$ cat config.mk
export PLATFORM = sky130hd
export DESIGN_NAME = conv2_sched
export DESIGN_NICKNAME = d
export VERILOG_FILES = /design/src/rtl/conv2_sched.sv
export SDC_FILE = /design/constraint.sdc
export NUM_CORES = 1
export LEC_CHECK = 0
export CORE_ASPECT_RATIO = 1.1
export CORE_MARGIN = 3
export CORE_UTILIZATION = 55
export CTS_BUF_LIST = sky130_fd_sc_hd__clkbuf_8
export DETAILED_ROUTE_END_ITERATION = 7
export PLACE_DENSITY_LB_ADDON = 0.15
export SLEW_MARGIN = 20
export SYNTH_ARGS = -nofsm -noshare
export SYNTH_HDL_FRONTEND = slang
export SYNTH_SLANG_ARGS = --single-unit
$ cat constraint.sdc
create_clock -name i_clk -period 2.05 [get_ports i_clk]
set_input_delay 0.3075 -clock i_clk [delete_from_list [all_inputs] [get_ports i_clk]]
set_output_delay 0.3075 -clock i_clk [all_outputs]
set_load 0.05 [all_outputs]
$ cat src/rtl/conv2_sched.sv
// ---------------------------------------------------------------------------
// conv2_sched
//   Sequencer for the second convolution layer. It counts the incoming
//   3-channel pixel stream, recognises the pixel that completes a KxK window
//   in the line buffer, and then time-shares a single conv2 calc engine
//   across N_OCH output channels. While it steps through the channels it
//   holds off the input stream.
//
// Ports
//   i_clk        rising-edge clock
//   i_rst_n      asynchronous active-low reset
//   i_start      begin one feature map (honoured only when idle)
//   i_in_valid   upstream pixel triplet valid
//   o_in_ready   pixel can be accepted (filling only)
//   o_buf_we     line-buffer shift enable (i_in_valid & o_in_ready)
//   o_out_valid  window/channel issue valid towards the calc engine
//   i_out_ready  downstream accepts the current issue
//   o_ch_sel     weight-bank / output-channel index of the current issue
//   o_win_row    top-left row of the current window
//   o_win_col    top-left column of the current window
//   o_last       current issue is the final window on the final channel
//   o_busy       high whenever a map is in progress
//   o_done       one-cycle pulse after the final issue has been accepted
// ---------------------------------------------------------------------------
module conv2_sched #(
  parameter int IMG_W = 12,
  parameter int K     = 3,
  parameter int N_OCH = 3,
  parameter int CH_W  = 2,
  parameter int RC_W  = 4
) (
  input  logic            i_clk,
  input  logic            i_rst_n,
  input  logic            i_start,
  input  logic            i_in_valid,
  output logic            o_in_ready,
  output logic            o_buf_we,
  output logic            o_out_valid,
  input  logic            i_out_ready,
  output logic [CH_W-1:0] o_ch_sel,
  output logic [RC_W-1:0] o_win_row,
  output logic [RC_W-1:0] o_win_col,
  output logic            o_last,
  output logic            o_busy,
  output logic            o_done
);

  typedef enum logic [1:0] {
    ST_IDLE  = 2'd0,
    ST_FILL  = 2'd1,
    ST_ISSUE = 2'd2,
    ST_DONE  = 2'd3
  } state_t;

  localparam logic [RC_W-1:0] LP_KM1     = RC_W'(K - 1);
  localparam logic [RC_W-1:0] LP_POS_MAX = RC_W'(IMG_W - 1);
  localparam logic [RC_W-1:0] LP_WIN_MAX = RC_W'(IMG_W - K);
  localparam logic [CH_W-1:0] LP_CH_MAX  = CH_W'(N_OCH - 1);
  localparam logic [CH_W-1:0] LP_CH_ONE  = CH_W'(1);
  localparam logic [RC_W-1:0] LP_RC_ONE  = RC_W'(1);

  state_t          r_state;
  logic [RC_W-1:0] r_row;
  logic [RC_W-1:0] r_col;
  logic [CH_W-1:0] r_ch_sel;
  logic [RC_W-1:0] r_win_row;
  logic [RC_W-1:0] r_win_col;
  logic            r_in_ready;
  logic            r_out_valid;
  logic            r_last;
  logic            r_busy;
  logic            r_done;

  state_t          w_state_nxt;
  logic [RC_W-1:0] w_row_nxt;
  logic [RC_W-1:0] w_col_nxt;
  logic [CH_W-1:0] w_ch_sel_nxt;
  logic [RC_W-1:0] w_win_row_nxt;
  logic [RC_W-1:0] w_win_col_nxt;
  logic            w_in_ready_nxt;
  logic            w_out_valid_nxt;
  logic            w_last_nxt;
  logic            w_busy_nxt;
  logic            w_done_nxt;
  logic            w_accept;
  logic            w_fire;
  logic            w_win_hit;

  // Handshake decode; r_in_ready is only ever set while filling.
  assign w_accept  = i_in_valid & r_in_ready;
  assign w_fire    = r_out_valid & i_out_ready;
  // The accepted pixel completes a window only once it is at least K-1 in
  // from the top and left edges; pixels in columns 0..K-2 only shift in.
  assign w_win_hit = (r_row >= LP_KM1) & (r_col >= LP_KM1);

  // Next-state, counter and registered-output decode.
  always_comb begin
    w_state_nxt   = r_state;
    w_row_nxt     = r_row;
    w_col_nxt     = r_col;
    w_ch_sel_nxt  = r_ch_sel;
    w_win_row_nxt = r_win_row;
    w_win_col_nxt = r_win_col;

    case (r_state)
      ST_IDLE: begin
        if (i_start) begin
          w_state_nxt = ST_FILL;
          w_row_nxt   = '0;
          w_col_nxt   = '0;
        end else begin
          w_state_nxt = ST_IDLE;
        end
      end

      ST_FILL: begin
        if (w_accept) begin
          // Raster position advances with every accepted pixel; the row
          // wraps after the final pixel so it never leaves 0..IMG_W-1.
          if (r_col == LP_POS_MAX) begin
            w_col_nxt = '0;
            if (r_row == LP_POS_MAX) begin
              w_row_nxt = '0;
            end else begin
              w_row_nxt = r_row + LP_RC_ONE;
            end
          end else begin
            w_col_nxt = r_col + LP_RC_ONE;
          end

          if (w_win_hit) begin
            w_state_nxt   = ST_ISSUE;
            w_win_row_nxt = r_row - LP_KM1;
            w_win_col_nxt = r_col - LP_KM1;
            w_ch_sel_nxt  = '0;
          end else begin
            w_state_nxt = ST_FILL;
          end
        end else begin
          w_state_nxt = ST_FILL;
        end
      end

      ST_ISSUE: begin
        if (w_fire) begin
          if (r_ch_sel != LP_CH_MAX) begin
            w_ch_sel_nxt = r_ch_sel + LP_CH_ONE;
          end else if (r_last) begin
            w_state_nxt  = ST_DONE;
            w_ch_sel_nxt = '0;
          end else begin
            w_state_nxt  = ST_FILL;
            w_ch_sel_nxt = '0;
          end
        end else begin
          // Stalled: window and channel stay frozen for the calc engine.
          w_state_nxt = ST_ISSUE;
        end
      end

      ST_DONE: begin
        w_state_nxt = ST_IDLE;
      end

      default: begin
        w_state_nxt = ST_IDLE;
      end
    endcase

    // Status flags are decoded from the next state so they come out of flops.
    w_in_ready_nxt  = (w_state_nxt == ST_FILL);
    w_out_valid_nxt = (w_state_nxt == ST_ISSUE);
    w_busy_nxt      = (w_state_nxt != ST_IDLE);
    w_done_nxt      = (w_state_nxt == ST_DONE);
    w_last_nxt      = w_out_valid_nxt
                    & (w_win_row_nxt == LP_WIN_MAX)
                    & (w_win_col_nxt == LP_WIN_MAX)
                    & (w_ch_sel_nxt == LP_CH_MAX);
  end

  // State, counters and output registers.
  always_ff @(posedge i_clk or negedge i_rst_n) begin
    if (!i_rst_n) begin
      r_state     <= ST_IDLE;
      r_row       <= '0;
      r_col       <= '0;
      r_ch_sel    <= '0;
      r_win_row   <= '0;
      r_win_col   <= '0;
      r_in_ready  <= 1'b0;
      r_out_valid <= 1'b0;
      r_last      <= 1'b0;
      r_busy      <= 1'b0;
      r_done      <= 1'b0;
    end else begin
      r_state     <= w_state_nxt;
      r_row       <= w_row_nxt;
      r_col       <= w_col_nxt;
      r_ch_sel    <= w_ch_sel_nxt;
      r_win_row   <= w_win_row_nxt;
      r_win_col   <= w_win_col_nxt;
      r_in_ready  <= w_in_ready_nxt;
      r_out_valid <= w_out_valid_nxt;
      r_last      <= w_last_nxt;
      r_busy      <= w_busy_nxt;
      r_done      <= w_done_nxt;
    end
  end

  assign o_in_ready  = r_in_ready;
  assign o_buf_we    = w_accept;
  assign o_out_valid = r_out_valid;
  assign o_ch_sel    = r_ch_sel;
  assign o_win_row   = r_win_row;
  assign o_win_col   = r_win_col;
  assign o_last      = r_last;
  assign o_busy      = r_busy;
  assign o_done      = r_done;

endmodule

### After elaboration in Yosys (flattened, before gate mapping)

Index checks and enable logic that the tools add are counted.

* flip-flop bits (word level): 25
* latch bits: 0
* RAM bits: 0
* ROM bits: 0
* input bits: 5
* output and inout bits: 16
* memories: 0

* add/subtract/negate cells: 5
* multipliers: 0
* divide/modulo/power cells: 0
* $lt $le $gt $ge: 2
* equal/unequal tests: 15
* shift operators: 0
* multiplexer cells: 26
* bitwise gates (word level): 6
* reduce and logical (&&, ||, !) cells: 5

Operators by type and width (number)
* $mux 4: 12
* $mux 2: 9
* $eq 4x4->1 const B: 4
* $pmux 4 s2: 2
* $eq 2x2->1 const B: 5
* $add 4x1->4 const B: 2
* $ge 4x2->1 const B: 2
* $ne 2x2->1 const B: 4
* $pmux 2 s4: 1
* $sub 4x2->4 const B: 2
* $and 1x1->1: 6
* $eq 2x1->1 const B: 2
* $pmux 2 s2: 1
* $reduce_and 4->1: 1
* $reduce_bool 2->1: 2
* $reduce_and 3->1: 1
* $add 2x1->2 const B: 1
* $logic_not 2->1: 1
* $mux 1: 1

### Depth between registers and ports, before layout

Gate-level depths: netlist of the first run.

* depth in word-level cells: 9
* mapped depth: 8
* depth with buffers taken out: 7

### Least setup slack after synthesis of the first run

Ideal clock, no wire load.

* path type: register to register
* from: reg r_in_ready, in the netlist o_in_ready
* to: reg r_win_col[1], in the netlist o_win_col[1]
* library setup time: 0.132 ns
* arrival: 1.862 ns
* data required time: 1.918 ns
* path slack: 0.056 ns
* stages on the path, launching flop included: 7
* path buffers: 2
* clock period less this slack: 1.994 ns
* cells stage by stage: dfrtp_1 -> nand2_1 -> or4_1 -> clkbuf_1 -> buf_2 -> nand2_1 -> o21ai_0

* longest elaborated chain between the ends: 3

RTL lines
* start: declaration: RTL line 68 `logic r_in_ready;`
* start signal: assignment: RTL line 202 `r_in_ready <= w_in_ready_nxt;`
* $and 1x1->1: RTL line 90 `assign w_accept = i_in_valid & r_in_ready;`
* $mux 4: RTL line 117 `if (w_accept) begin`
* $mux 4: RTL line 105 `case (r_state)`
* named net w_win_col_nxt[1]: RTL line 79 `logic [RC_W-1:0] w_win_col_nxt;`
* end signal: assignment: RTL line 201 `r_win_col <= w_win_col_nxt;`
* end: declaration: RTL line 67 `logic [RC_W-1:0] r_win_col;`

The timed path passes the listed nets, and every way through them passes these cells.
A chain may end at the register's enable or synchronous reset.

### Final worst setup path of the first run

* from: reg r_state[1]
* to: reg r_win_col[1], in the netlist o_win_col[1]

* longest elaborated chain between the ends: 2

RTL lines
* start: declaration: RTL line 62 `state_t r_state;`
* start signal: assignment: RTL line 196 `r_state <= w_state_nxt;`
* $eq 2x1->1: RTL line 105
* $mux 4: RTL line 105
* named net w_win_col_nxt[1]: RTL line 79

The timed path passes the listed nets, and every way through them passes these cells.

==> results.sh, run 1 <==
export IMPL_route_met3_wl_um=135
export IMPL_crit_required_ns=2.19
export IMPL_ys_top_cells_by_count="dfrtp_1, nand2_1, o21ai_0, inv_1, ha_1"
export IMPL_min_period_ns=1.98
export IMPL_netlist_instances=146
export IMPL_dp_cells=204
export IMPL_p_per_area_mw_per_mm2=1640
export IMPL_grt_pass1_vias=1140
export IMPL_rsz0062_at_grt="yes"
export IMPL_synth_edf_count=0
export IMPL_rows=18
export IMPL_dp_hpwl_mm=2.34
export IMPL_wl_met1_mm=1.40
export IMPL_wl_mm=3.15
export IMPL_io_pins=21
export IMPL_dr_wl_met2_mm=1.57
export IMPL_cts_sinks=25
export IMPL_fmax_ghz=0.506
export IMPL_post_drt_wl_per_cell_um=15.2
export IMPL_synth_most_common_cell="dfrtp_1"
export IMPL_final_setup_viol_count=0
export IMPL_period_share=0.964
export IMPL_synth_area_leaders="dfrtp_1, ha_1, nand2_1"
export IMPL_clockRootBuffer="clkbuf_8"
export IMPL_fin_nets=195
export IMPL_drt_iter0_drc=39
export IMPL_crit_type="reg -> reg"
export IMPL_cts_buffers=3
export IMPL_final_max_slew_violation_count=0
export IMPL_hp_class="in -> async"
export IMPL_postLayoutCoreUtil=0.764
export IMPL_ir_drop_uv=1200
export IMPL_synth_nets=162
export IMPL_dieArea_mm2=0.00321
export IMPL_async_flop_share=1.00
export IMPL_htreeDepth=1
export IMPL_yosys_area_top_type="dfrtp_1"
export IMPL_drtAntennaViolNets=0
export IMPL_core_area_mm2=0.00234
export IMPL_cts_hold_buf=0
export IMPL_tightest_slew_ns=0.496
export IMPL_clock_latency_ns=0.27
export IMPL_drc=0
export IMPL_grt_pass1_wl_mm=5.04
export IMPL_stdcell_count=208
export IMPL_critical_path_endpoint_type="flop"
export IMPL_die_x_um=54.3
export IMPL_cts_setup_buffers=0
export IMPL_firstDrtPassIters=4
export IMPL_cp_start_kind="flop"
export IMPL_synth_area_mm2=0.00141
export IMPL_cts_tree="yes"
export IMPL_dieHeight_um=59.1
export IMPL_dpl_worst_slack_ns=0.0341
export IMPL_holdWs_ns=0.401
export IMPL_outcome="complete, no violations"
export IMPL_ctsResizeCount=0
export IMPL_ys_seq_area_frac=0.444
export IMPL_setup_slack_ns=0.0730
export IMPL_area_growth_pct=27.1
export IMPL_gp_congestion=0.797
export IMPL_clock_skew_ns=0.00268
export IMPL_grt_max_degree=26
export IMPL_clk_pin_slew_ns=0.08
export IMPL_max_slew_margin_rel=0.668
export IMPL_dr_max_layer_used="met4"
export IMPL_yosysUniqueCellTypes=36
export IMPL_vias=1200
export IMPL_cts_buffer_depth=2
export IMPL_initial_utilization=0.601
export IMPL_port_buffer_count=20
export IMPL_arrival_ns=2.12
export IMPL_worstPathMaxFanout=16
export IMPL_antenna_found_initial=0
export IMPL_synth_main_ff_cell="dfrtp_1"
export IMPL_overflow=0
export IMPL_yosysTopAreaCellShare=0.444
export IMPL_leakagePower_uw=0.000818
export IMPL_yosysWarnings=0
export IMPL_fin_total_pwr_uw=2940
export IMPL_routed_via_density=5.77
export IMPL_n_antenna_cell=0
export IMPL_gr_usage_all_layers=0.217
export IMPL_syn_avg_cell_area_um2=9.65
export IMPL_r2r_setup_slack_ns=0.07
export IMPL_ys_ff_latch=25
export IMPL_drive_gt1_frac=0.135
export IMPL_finalHoldViolCount=0
export IMPL_cap_violations=0
final cells by class:
cell class	instances	area, µm²
clock buffers	3	41.3
clock inverters	1	3.75
fillers	173	552
inverters	14	52.6
multi-input cells	103	729
flip-flops and latches	25	626
well taps	30	37.5
repair buffers	32	300
critical path: stages (launching register included):
cell and delay (ns):
dfrtp_1 0.42, inv_1 0.09, ha_1 0.33, inv_2 0.13
or4_1 0.53, buf_4 0.19, nand2_1 0.07, o21ai_0 0.09
state kept, by name, indices dropped and copies added, names as in the netlist:
| name | cells |
|---|---|
| r_col | 4 |
| o_done | 1 |
| r_state | 2 |
| o_busy | 1 |
| r_row | 4 |
| o_last | 1 |
| o_ch_sel | 2 |
| o_out_valid | 1 |
| o_win_col | 4 |
| o_win_row | 4 |
| o_in_ready | 1 |
final timing paths:
check / from / endpoint / depth (start not counted)
worst min register to register: o_win_row[1] / o_win_row[1] / 2
max in group asynchronous: i_rst_n / o_out_valid / 2
worst max register to register: r_state[1] / o_win_col[1] / 7
worst min-delay path: i_rst_n / o_win_col[0] / 2
worst max-delay path: r_state[1] / o_win_col[1] / 7
min in group i_clk: o_win_row[1] / o_win_row[1] / 2
layout by cell type, fill, tap and decap left out, drive strengths merged, types with 2 or more instances in the layout:
| cell | synthesis | final |
|---|---|---|
| nand3 | 7 | 7 |
| nor4 | 3 | 3 |
| or4 | 3 | 3 |
| buf | 3 | 13 |
| nand2 | 22 | 22 |
| clkbuf | 1 | 3 |
| xnor2 | 3 | 3 |
| ha | 11 | 11 |
| a21oi | 3 | 3 |
| dfrtp | 25 | 25 |
| nor2b | 2 | 2 |
| clkdlybuf4s50 | 0 | 19 |
| nand4b | 3 | 3 |
| mux2i | 2 | 2 |
| o21ai | 14 | 14 |
| nor2 | 9 | 9 |
| a22o | 2 | 2 |
| inv | 14 | 15 |
| o31ai | 3 | 3 |
cell families after synthesis:
| logic type | Yosys count | synth area share |
|---|---|---|
| xor+xnor | 4 | 0.0249 |
| simple gates | 54 | 0.200 |
| compound gates | 32 | 0.164 |
| mux | 2 | 0.0142 |
| buf+inv | 18 | 0.0551 |
| fa+ha+maj | 11 | 0.0977 |
| flops | 25 | 0.444 |
layer usage:
metal / up-vias / track usage
li1: 573 / -
met1: 590 / 0.284
met2: 33 / 0.356
met3: 4 / 0.0227
met4: 0 / 0.0996
met5: - / 0
per-stage QoR:
| stage | setup TNS (ns) | area [µm²] |
|---|---|---|
| floorplan | 0 | 1410 |
| global placement | 0 | 1720 |
| detailed placement | 0 | 1720 |
| CTS | 0 | 1770 |
| global route | -0.0703 | 1790 |
| finish | 0 | 1790 |
report_power, final:
group          switching, µW  internal, µW
Combinational           1120           685
Sequential               158           684
Clock                    154           134
(Power assumes the default switching activity.)
==> inputs of run 2 (changes only) <==
--- a/config.mk
+++ b/config.mk
@@ -9,6 +9,7 @@
 export CORE_MARGIN = 3
 export CORE_UTILIZATION = 55
 export CTS_BUF_LIST = sky130_fd_sc_hd__clkbuf_8
+export CTS_CLUSTER_DIAMETER = 150
 export DETAILED_ROUTE_END_ITERATION = 7
 export PLACE_DENSITY_LB_ADDON = 0.15
 export SLEW_MARGIN = 20
==> results of run 2 <==
Same layout as run 1: the final DEF is identical, and so are final timing and power.
